[config.mk]
export PLATFORM = sky130hd
export DESIGN_NAME = input_pixel_streamer
export DESIGN_NICKNAME = d
export VERILOG_FILES = /design/src/rtl/input_pixel_streamer.sv
export SDC_FILE = /design/constraint.sdc
export NUM_CORES = 1
export LEC_CHECK = 0
export ABC_AREA = 1
export CAP_MARGIN = 20
export CORE_AREA = 2 2 262 264
export DETAILED_ROUTE_END_ITERATION = 6
export DIE_AREA = 0 0 264 266
export MAX_ROUTING_LAYER = met4
export PLACE_DENSITY = 0.76
export SYNTH_ARGS = -nofsm -noshare
export SYNTH_HDL_FRONTEND = slang
export SYNTH_SLANG_ARGS = --single-unit
[constraint.sdc]
create_clock -name clk -period 25.7 [get_ports clk]
set_input_delay 6.425 -clock clk [delete_from_list [all_inputs] [get_ports clk]]
set_output_delay 6.425 -clock clk [all_outputs]
set_load 0.03 [all_outputs]
[src/rtl/input_pixel_streamer.sv]
// Binarises a frame of 8-bit grayscale pixels into a bit buffer, then streams it to the input layer.
// Optional feature: define ACTIVE_PIXEL_COUNT_EN to add the activeCount port (set bits in the last streamed frame).
module input_pixel_streamer #(
  parameter int unsigned FRAME_PIXELS = 784,
  parameter int unsigned THRESHOLD    = 128
) (
  input  logic       clk,
  input  logic       reset,
  input  logic [7:0] pixelIn,
  input  logic       pixelInValid,
  output logic       pixelInReady,
  input  logic       readyForInputs,
  output logic       inputsInbound,
  output logic       pixelValue,
  output logic       frameDone
`ifdef ACTIVE_PIXEL_COUNT_EN
  ,
  output logic [9:0] activeCount
`endif
);

  localparam int unsigned IDX_W    = 10;
  localparam int unsigned PIX_W    = 8;
  localparam int unsigned LAST_IDX = FRAME_PIXELS - 1;

  typedef enum logic [1:0] {
    LOAD   = 2'd0,
    WAIT   = 2'd1,
    STREAM = 2'd2
  } stateType;

  stateType                state;
  logic [FRAME_PIXELS-1:0] frameBuf;
  logic [IDX_W-1:0]        idx;
  logic [IDX_W-1:0]        nextIdx;
  logic                    lastIdx;
  logic                    pixelBit;

  assign nextIdx  = idx + IDX_W'(1);
  assign lastIdx  = (idx == IDX_W'(LAST_IDX));
  assign pixelBit = (pixelIn >= PIX_W'(THRESHOLD));

  // Frame buffer is never cleared; every bit is rewritten before it is streamed.
  always_ff @(posedge clk) begin
    if (state == LOAD && pixelInValid) begin
      frameBuf[idx] <= pixelBit;
    end
  end

  // Control FSM; every output is a register, so no input reaches an output combinationally.
  always_ff @(posedge clk) begin
    if (reset) begin
      state         <= LOAD;
      idx           <= '0;
      pixelInReady  <= 1'b1;
      inputsInbound <= 1'b0;
      pixelValue    <= 1'b0;
      frameDone     <= 1'b0;
    end else begin
      frameDone <= 1'b0;
      unique case (state)
        LOAD: begin
          if (pixelInValid) begin
            if (lastIdx) begin
              state        <= WAIT;
              idx          <= '0;
              pixelInReady <= 1'b0;
            end else begin
              idx <= nextIdx;
            end
          end
        end
        WAIT: begin
          // Pixel 0 is presented in the first STREAM cycle, so prefetch it here.
          if (readyForInputs) begin
            state         <= STREAM;
            inputsInbound <= 1'b1;
            pixelValue    <= frameBuf[0];
          end
        end
        STREAM: begin
          if (lastIdx) begin
            state         <= LOAD;
            idx           <= '0;
            inputsInbound <= 1'b0;
            pixelValue    <= 1'b0;
            frameDone     <= 1'b1;
            pixelInReady  <= 1'b1;
          end else begin
            idx        <= nextIdx;
            pixelValue <= frameBuf[nextIdx];
          end
        end
        default: begin
          state         <= LOAD;
          idx           <= '0;
          pixelInReady  <= 1'b1;
          inputsInbound <= 1'b0;
          pixelValue    <= 1'b0;
        end
      endcase
    end
  end

`ifdef ACTIVE_PIXEL_COUNT_EN
  localparam int unsigned CNT_W = 10;

  logic [CNT_W-1:0] onesCount;

  // Running total of streamed ones; published only when a frame completes.
  always_ff @(posedge clk) begin
    if (reset) begin
      onesCount   <= '0;
      activeCount <= '0;
    end else if (state == STREAM) begin
      if (lastIdx) begin
        activeCount <= onesCount + CNT_W'(pixelValue);
        onesCount   <= '0;
      end else begin
        onesCount <= onesCount + CNT_W'(pixelValue);
      end
    end
  end
`endif

endmodule

Word-level counts from Yosys, hierarchy flattened
Cells that the tools add are included.
{"block": "totals", "regBits": 800, "in_bits": 12, "out_inout_bits": 4, "wordCells": 54}
{"block": "classes", "add_sub_neg": 1, "order_cmp": 4, "n_eq_ne": 7, "muxes": 23, "bitwise": 3, "reduce_logical": 9}
{"op": "$bwmux W784", "n": 1}
{"op": "$pmux W10 S3", "n": 1}
{"op": "$lt A10 B11 Y1 const B", "n": 2}
{"op": "$mux W10", "n": 2}
{"op": "$add A10 B1 Y10 const B", "n": 1}
{"op": "$bmux W1 S10", "n": 1}
{"op": "$demux W1 S10", "n": 1}
{"op": "$eq A10 B10 Y1 const B", "n": 1}
{"op": "$ge A10 B1 Y1 const B", "n": 1}
{"op": "$mux W1", "n": 9}
{"op": "$pmux W1 S3", "n": 3}
{"op": "$ge A8 B8 Y1 const B", "n": 1}
{"op": "$mux W2", "n": 4}
{"op": "$ne A2 B2 Y1 const B", "n": 4}
{"op": "$reduce_and A4 Y1", "n": 2}
{"op": "$pmux W2 S3", "n": 1}
{"op": "$reduce_and A2 Y1", "n": 2}
{"op": "$not A1 Y1", "n": 3}
{"op": "$reduce_and A3 Y1", "n": 1}
{"op": "$eq A2 B1 Y1 const B", "n": 1}
{"op": "$eq A2 B2 Y1 const B", "n": 1}
{"op": "$logic_and A1 B1 Y1", "n": 2}
{"op": "$logic_not A2 Y1", "n": 1}
{"op": "$reduce_or A2 Y1", "n": 1}

Logic depth before layout (Yosys ltp)
Gate-level depths: netlist (run 1).
{"block": "depth", "word_depth": 5, "depth_mapped": 26, "ltp_nobuf": 20}

Worst setup path before layout (run 1)
No wires, ideal clock.
{"block": "synth_path", "path_kind": "input to register", "startpoint": "input pixelIn[7]", "endpoint": "register frameBuf[0] (data pin)", "setup_time_ns": 2.689, "t_arrival_ns": 18.048, "t_required_ns": 23.011, "slack_ns": 4.963, "path_stages": 1, "path_buffers": 1, "cell_sequence": "clkbuf_1"}
{"block": "synth_via", "elab_chain_cells": 2}
{"item": "from (decl)", "line_no": "9", "rtl": "input logic [7:0] pixelIn,"}
{"item": "$ge A8 B8 Y1", "line_no": "41", "rtl": "assign pixelBit = (pixelIn >= PIX_W'(THRESHOLD));"}
{"item": "$bwmux W784", "line_no": "46", "rtl": "frameBuf[idx] <= pixelBit;"}
{"item": "to (signal, indexed assignment)", "line_no": "46"}
{"item": "to (decl)", "line_no": "33", "rtl": "logic [FRAME_PIXELS-1:0] frameBuf;"}
No other way between the ends.
A chain may end at the register's enable or synchronous reset.

Worst setup path after layout (run 1)
{"block": "layout_path", "startpoint": "input pixelInValid", "endpoint": "register frameBuf[1] (enable)"}
{"block": "layout_via", "elab_chain_cells": 1}
{"item": "from (decl)", "line_no": "10", "rtl": "input logic pixelInValid,"}
{"item": "$logic_and A1 B1 Y1", "line_no": "45", "rtl": "if (state == LOAD && pixelInValid) begin"}
No other way between the ends.

==> flow_metrics.py, run 1 <==
metrics = {
    "outcome": {
        "status": "finished, final reports clean",
    },
    "floorplan": {
        "die_h_microns": 266,
        "dieArea_sq_um": 70200,
        "std_cell_rows": 96,
        "start_util": 0.542,
        "pin_count": 16,
        "coreArea_sq_um": 67700,
        "die_width_microns": 264,
    },
    "final_layout": {
        "syn_to_final_growth_pct": 8.07,
        "final_cell_mix": "nor2_1, edfxtp_1, nand2_1",
        "n_antenna_cell": 0,
        "final_common_cell": "nor2_1",
        "fin_util": 0.585,
        "fin_area_sq_um": 39700,
        "drive_gt1_frac": 0.0486,
        "nNetsFinal": 3682,
    },
    "yosys": {
        "synth-compound-area-share": 0.0624,
        "synth-async-reset-ratio": 0,
        "syn_area_per_cell_sq_um": 9.64,
        "synthCells": 3808,
        "syn-cell-area_sq_um": 36700,
        "synth-xor-area-share": 0.00273,
        "yosys_warnings": 0,
        "synth_adder_area_share": 0.00239,
        "synth_edf_count": 784,
        "synth_top_family_by_area": "simple AND/OR/NAND/NOR gates",
        "yosys.area_share.simple": 0.232,
        "synth_fp_nets": 3827,
        "yosysUniqueCellTypes": 36,
        "synth_mux_area_frac": 0,
        "yosysSeqAreaShare": 0.650,
        "ys_ff_latch": 800,
        "synthFlopType": "edfxtp_1",
    },
    "clock_tree": {
        "worstSkewPairLatency_ps": 640,
        "clockBufferDepth": 3,
        "cts.sink_count": 800,
        "cts_setup_buffers": 0,
        "cts_hold_buf": 0,
        "clkTransAtPathRegs_ps": 60,
        "cts_root_buffer": "clkbuf_16",
        "numCtsBuffers": 80,
        "htree_levels": 3,
        "cts_tree": "built",
        "cts_resized": 0,
    },
    "setup_path": {
        "startpoint": "pixelInValid",
        "worstPathArrival_ps": 9240,
        "endpoint_kind": "flip-flop",
        "critPathSlowestCell": "nand3_1",
        "path_class": "input pin to flip-flop",
        "crit_end": "frameBuf[1]$_DFFE_PP_",
        "path_buf_inv": 3,
        "worst_ep_required_time_ps": 26030,
        "worstSetupStartpointType": "input pin",
        "regToRegEndpoint": "pixelValue$_SDFFE_PP0P_",
        "ff2ff_path_depth": 20,
        "cp.depth": 6,
        "r2r_slack_ps": 20030,
        "r2r_start": "idx[0]$_SDFFE_PP0P_",
        "critPathTopFamily": "buffers and inverters",
        "slowest_delay_ps": 770,
        "crit_chain": "clkdlybuf4s50_1 > nand2_1 > inv_2 > nand3_1 > buf_4 > nor2_1",
        "cp_max_fo": 45,
    },
    "detailed_routing": {
        "postRouteAntennaNets": 0,
        "dr.pass1.iters": 6,
        "wl_per_cell_microns": 21.5,
        "drtIter0Drc": 4633,
        "via_per_inst": 5.98,
        "wl_microns": 99000,
        "route.vias.total": 27546,
        "drc": 0,
    },
    "sta": {
        "worst_pin_slew_ps": 1170,
        "setup-violations-final": 0,
        "min_period_ps": 8910,
        "fmax_mhz": 112,
        "setup_slack_ps": 16790,
        "fin_crit_sh": 0.347,
        "hold_viol": 0,
        "maxSlewHeadroom": 0.216,
        "grt_setup_unrepaired": "no",
        "tns_ps": 0,
        "maxSlewViolCount": 0,
        "fin_skew_ps": 19.2,
    },
    "power_and_ir_drop": {
        "cellLeakagePower_nw": 12.8,
        "ir_worst_vdd_uv": 102,
        "cellPowerDensity_nw_per_um2": 100,
        "finalPower_mw": 3.98,
    },
    "global_route": {
        "antenna_found_initial": 0,
        "grt_max_degree": 261,
        "met3_usage": 0.0521,
        "grt-ovfl-total": 0,
        "gr-usage-met1": 0.364,
        "busiest_layer": "met2",
        "gr-usage-met2": 0.451,
        "track_usage": 0.286,
        "grt_pass1_vias": 25253,
        "grt_pass1_wl_microns": 147000,
    },
    "placement": {
        "dpl_worst_slack_ps": 16330,
        "place.gp.congestion": 0.943,
        "dpl.hpwl_microns": 52100,
        "dpl_cell_area_sq_um": 37000,
        "io_buffers": 8,
    },
    "job": {
        "max_cap_viol_count": 0,
    },
    "worst_hold_path": {
        "hp-class": "flip-flop to flip-flop",
    },
}
worst min path at each step:
stage	from	endpoint	slack, ps	cells after the start
after floorplan	idx[6]$_SDFFE_PP0P_	idx[6]$_SDFFE_PP0P_	480	2
after global placement	pixelValue$_SDFFE_PP0P_	pixelValue$_SDFFE_PP0P_	460	2
after detailed placement	pixelInReady$_SDFFE_PP1P_	pixelInReady$_SDFFE_PP1P_	470	2
after CTS	pixelInReady$_SDFFE_PP1P_	pixelInReady$_SDFFE_PP1P_	480	2
after global routing	pixelInReady$_SDFFE_PP1P_	pixelInReady$_SDFFE_PP1P_	500	2
final	pixelInReady$_SDFFE_PP1P_	pixelInReady$_SDFFE_PP1P_	480	2
cells by family after synthesis:
logic type | Yosys count
XOR/XNOR | 5
flip-flops | 800
adder cells (fa/ha/maj) | 7
buffers and inverters | 437
AO/OA/AOI/OAI | 409
AND/OR/NAND/NOR | 2150
cell usage after synthesis, types with 3 or more instances:
| cell | number | area, sq um |
|---|---|---|
| nor3_1 | 6 | 30.0 |
| buf_4 | 35 | 263 |
| nand3_1 | 297 | 1490 |
| clkbuf_1 | 175 | 657 |
| buf_6 | 4 | 45.0 |
| buf_2 | 44 | 220 |
| edfxtp_1 | 784 | 23500 |
| ha_1 | 7 | 87.6 |
| dfxtp_1 | 16 | 320 |
| o221ai_1 | 4 | 35.0 |
| xor2_4 | 3 | 82.6 |
| a21boi_1 | 6 | 45.0 |
| nand2_2 | 3 | 18.8 |
| o21ai_0 | 298 | 1490 |
| inv_1 | 142 | 533 |
| a21oi_1 | 17 | 85.1 |
| o211ai_1 | 76 | 571 |
| clkinv_1 | 8 | 30.0 |
| nor2_2 | 3 | 18.8 |
| nand2_1 | 420 | 1580 |
| inv_2 | 4 | 15.0 |
| buf_1 | 25 | 93.8 |
| nand4_1 | 3 | 18.8 |
| nor2_1 | 1413 | 5300 |
power breakdown:
part	internal, mW	total (mW)	switching, mW	leakage, nW
Combinational	0.392	1.38	0.992	4.42
Sequential	1.44	1.45	0.0149	7.17
Clock	0.659	1.15	0.489	1.25
registers in the layout (all words and copies together) (netlist names):
signal / flops
pixelInReady: 1
pixelValue: 1
frameBuf: 784
frameDone: 1
idx: 10
inputsInbound: 1
state: 2
stage by stage:
step | instances | hold slack [ps]
4_1_cts | 4606 | 482
2_1_floorplan | 3808 | 484
6_report | 4609 | 479
3_3_place_gp | 4459 | 461
5_1_grt | 4609 | 504
3_5_place_dp | 4460 | 470
worst register-to-register path, stage by stage, from the launching register on:
cell and delay [ps]:
dfxtp_4 660, buf_4 740, ha_1 360, inv_1 140
nand2_1 130, nand2_4 400, inv_4 780, buf_4 860
o211ai_1 290, nand3_1 200, nand3_1 90, nand3_1 140
nand2_1 80, nand3_1 130, nand3_1 100, nand2_1 70
nand2_1 50, nand2_1 130, nand2_1 80, nand2_1 60
a21oi_1 60
layout make-up:
cell class	count	area, sq um
multi-input cells	2571	11000
fillers	5506	28100
well taps	882	1100
flip-flops and latches	800	23900
inverters	154	593
repair buffers	56	551
clock buffers	109	2240
clock inverters	37	302
metal layers:
| metal | vias to the layer above | share of wire | wire length (microns) |
|---|---|---|---|
| li1 | 12411 | - | - |
| met3 | 307 | 0.12 | 12000 |
| met2 | 1683 | 0.47 | 46300 |
| met5 | - | 0 | 0 |
| met4 | 0 | 0.045 | 4460 |
| met1 | 13145 | 0.37 | 36200 |
Power figures use the tool's default switching activity.
==> inputs of run 2 (changes only) <==
Clock period 25.7 ns to 8.6 ns, I/O delays scaled along.
==> run 2 against run 1 <==
Net effect: clock-buffer cell count is 12 lower; largest cell class unchanged; the run now ends with DRC left; worst setup slack worse by 13000 ps; core utilization is 0.070 points lower; cell count is 0.11% lower; critical endpoint is now pixelValue$_SDFFE_PP0P_; first-iteration DRC count is 9.6% lower.
==> flow_metrics.py, run 2 (synthesis results as in run 1) <==
metrics = {
    "setup_path": {
        "cp_max_fo": 120,
        "slowest_delay_ps": 670,
        "r2r_slack_ps": 3780,
        "critPathSlowestCell": "dfxtp_4",
        "regToRegEndpoint": "pixelValue$_SDFFE_PP0P_",
        "crit_top_cell": "nand2_1",
        "r2r_start": "idx[0]$_SDFFE_PP0P_",
        "worstSetupStartpointType": "flip-flop",
        "path_class": "flip-flop to flip-flop",
        "worst_ep_required_time_ps": 9150,
        "worstPathArrival_ps": 5370,
        "ff2ff_path_depth": 20,
        "crit_chain": "inv_8 > ha_4 > inv_6 > buf_4 > o211ai_1 > nand2_1 > nand2_1 > nand2_1 > nor2_1 > nor2_1 > nor2_1 > nand2_1 > nand2_1 > nand2_1 > nand3_1 > a21oi_1 > nand2_1 > nand2_1 > nand2_1 > a21oi_1",
        "endpoint_kind": "flip-flop",
    },
    "clock_tree": {
        "clkTransAtPathRegs_ps": 50,
        "cts_setup_buffers": 0,
        "cts_resized": 0,
        "cts_hold_buf": 0,
        "cts_tree": "built",
        "numCtsBuffers": 81,
        "clockBufferDepth": 3,
        "worstSkewPairLatency_ps": 650,
        "cts.sink_count": 800,
        "htree_levels": 3,
        "cts_root_buffer": "clkbuf_16",
    },
    "sta": {
        "min_period_ps": 4820,
        "setup_slack_ps": 3780,
        "fmax_mhz": 207,
        "fin_crit_sh": 0.561,
        "worst_pin_slew_ps": 1210,
        "hold_ws_ps": 479,
        "hold_viol": 0,
        "fin_skew_ps": 36.2,
        "maxSlewViolCount": 0,
        "maxSlewHeadroom": 0.191,
        "setup-violations-final": 0,
        "tns_ps": 0,
        "grt_setup_unrepaired": "no",
    },
    "detailed_routing": {
        "dr.pass1.iters": 7,
        "postRouteAntennaNets": 0,
        "via_per_inst": 6.01,
        "route.vias.total": 27688,
        "drc": 4,
        "wl_microns": 99800,
        "drtIter0Drc": 4188,
        "wl_per_cell_microns": 21.7,
    },
    "outcome": {
        "violations": "DRC",
        "status": "finished with violations",
    },
    "final_layout": {
        "fillCellCount": 5519,
        "final_common_cell": "nor2_1",
        "drive_gt1_frac": 0.0481,
        "final_cell_mix": "nor2_1, edfxtp_1, nand2_1",
        "largest_reg_flops": 784,
        "syn_to_final_growth_pct": 7.94,
        "regMostFlops": "frameBuf",
        "fin_util": 0.585,
        "reg_top3": "frameBuf x784, idx x10, state x2",
        "nNetsFinal": 3679,
    },
    "global_route": {
        "grt_max_degree": 255,
        "track_usage": 0.290,
        "grt_pass1_vias": 25680,
        "gr-usage-met1": 0.369,
        "grt_pass1_wl_microns": 149000,
        "met3_usage": 0.0533,
        "antenna_found_initial": 1,
        "grt-ovfl-total": 0,
        "gr-usage-met2": 0.453,
        "busiest_layer": "met2",
    },
    "job": {
        "max_cap_viol_count": 0,
    },
    "floorplan": {
        "std_cell_rows": 96,
        "coreArea_sq_um": 67700,
        "die_h_microns": 266,
        "start_util": 0.542,
        "die_width_microns": 264,
        "dieArea_sq_um": 70200,
        "pin_count": 16,
    },
    "power_and_ir_drop": {
        "cellPowerDensity_nw_per_um2": 299,
        "cellLeakagePower_nw": 12.8,
        "ir_worst_vdd_uv": 407,
        "finalPower_mw": 11.9,
    },
    "placement": {
        "dpl.hpwl_microns": 51800,
        "dpl_worst_slack_ps": 3440,
        "place.gp.congestion": 0.920,
        "io_buffers": 8,
    },
    "worst_hold_path": {
        "hold_path_end": "pixelValue$_SDFFE_PP0P_",
        "holdPathStages": 2,
        "hp-class": "flip-flop to flip-flop",
        "min_from": "pixelValue$_SDFFE_PP0P_",
    },
}
[run 2: changes by cell type in the layout (fill, tap and decap cells not counted), moves of 2 or more]
cell / before / now
clkbuf_16: 85 / 83
clkbuf_1: 22 / 14
clkbuf_8: 2 / 0
buf_4: 41 / 37
clkinv_8: 0 / 2
clkinv_1: 24 / 29
clkinvlp_4: 0 / 2
[run 2: area by class of cell]
class	instances	area [sq um]	share of cell area
flip-flops and latches	800	23900	0.602
multi-input cells	2571	11000	0.278
clock buffers	97	2130	0.0538
well taps	882	1100	0.0279
inverters	154	596	0.0150
repair buffers	52	520	0.0131
clock inverters	47	384	0.00970
diodes	1	2.50	0.0000632
[run 2: how the worst max path moves through the flow]
stage	slack, ps	startpoint	endpoint
after CTS	3910	idx[0]$_SDFFE_PP0P_	pixelValue$_SDFFE_PP0P_
after floorplan	2540	pixelIn[7]	frameBuf[0]$_DFFE_PP_
after global placement	3490	pixelInValid	frameBuf[540]$_DFFE_PP_
after detailed placement	3440	pixelInValid	frameBuf[540]$_DFFE_PP_
after global routing	3570	idx[0]$_SDFFE_PP0P_	pixelValue$_SDFFE_PP0P_
final	3780	idx[0]$_SDFFE_PP0P_	pixelValue$_SDFFE_PP0P_
[run 2: critical path, delay by kind of cell (launching register included)]
kind / cells / cell delay [ps]
flip-flops: 1 / 670
buffers and inverters: 3 / 1610
adder cells (fa/ha/maj): 1 / 540
AO/OA/AOI/OAI: 3 / 430
AND/OR/NAND/NOR: 13 / 1300
[run 2: routing by layer]
metal  part of all wire  wire length (microns)  up-vias
li1                   -                      -    12403
met1               0.37                  36800    13248
met2               0.47                  46800     1725
met3               0.12                  11600      312
met4              0.045                   4530        0
met5                  0                      0        -
[run 2: stage by stage]
stage / cells / cell area [sq um]
6_report: 4604 / 39600
5_1_grt: 4604 / 39600
4_1_cts: 4600 / 39500
3_5_place_dp: 4456 / 37000
3_3_place_gp: 4455 / 37000
2_1_floorplan: 3808 / 36700
[run 2: report_power, final]
group	internal [mW]	switching (mW)	total, mW
combinational	1.17	2.95	4.12
clock	1.92	1.48	3.39
sequential	4.30	0.0453	4.34
total	7.38	4.48	11.9
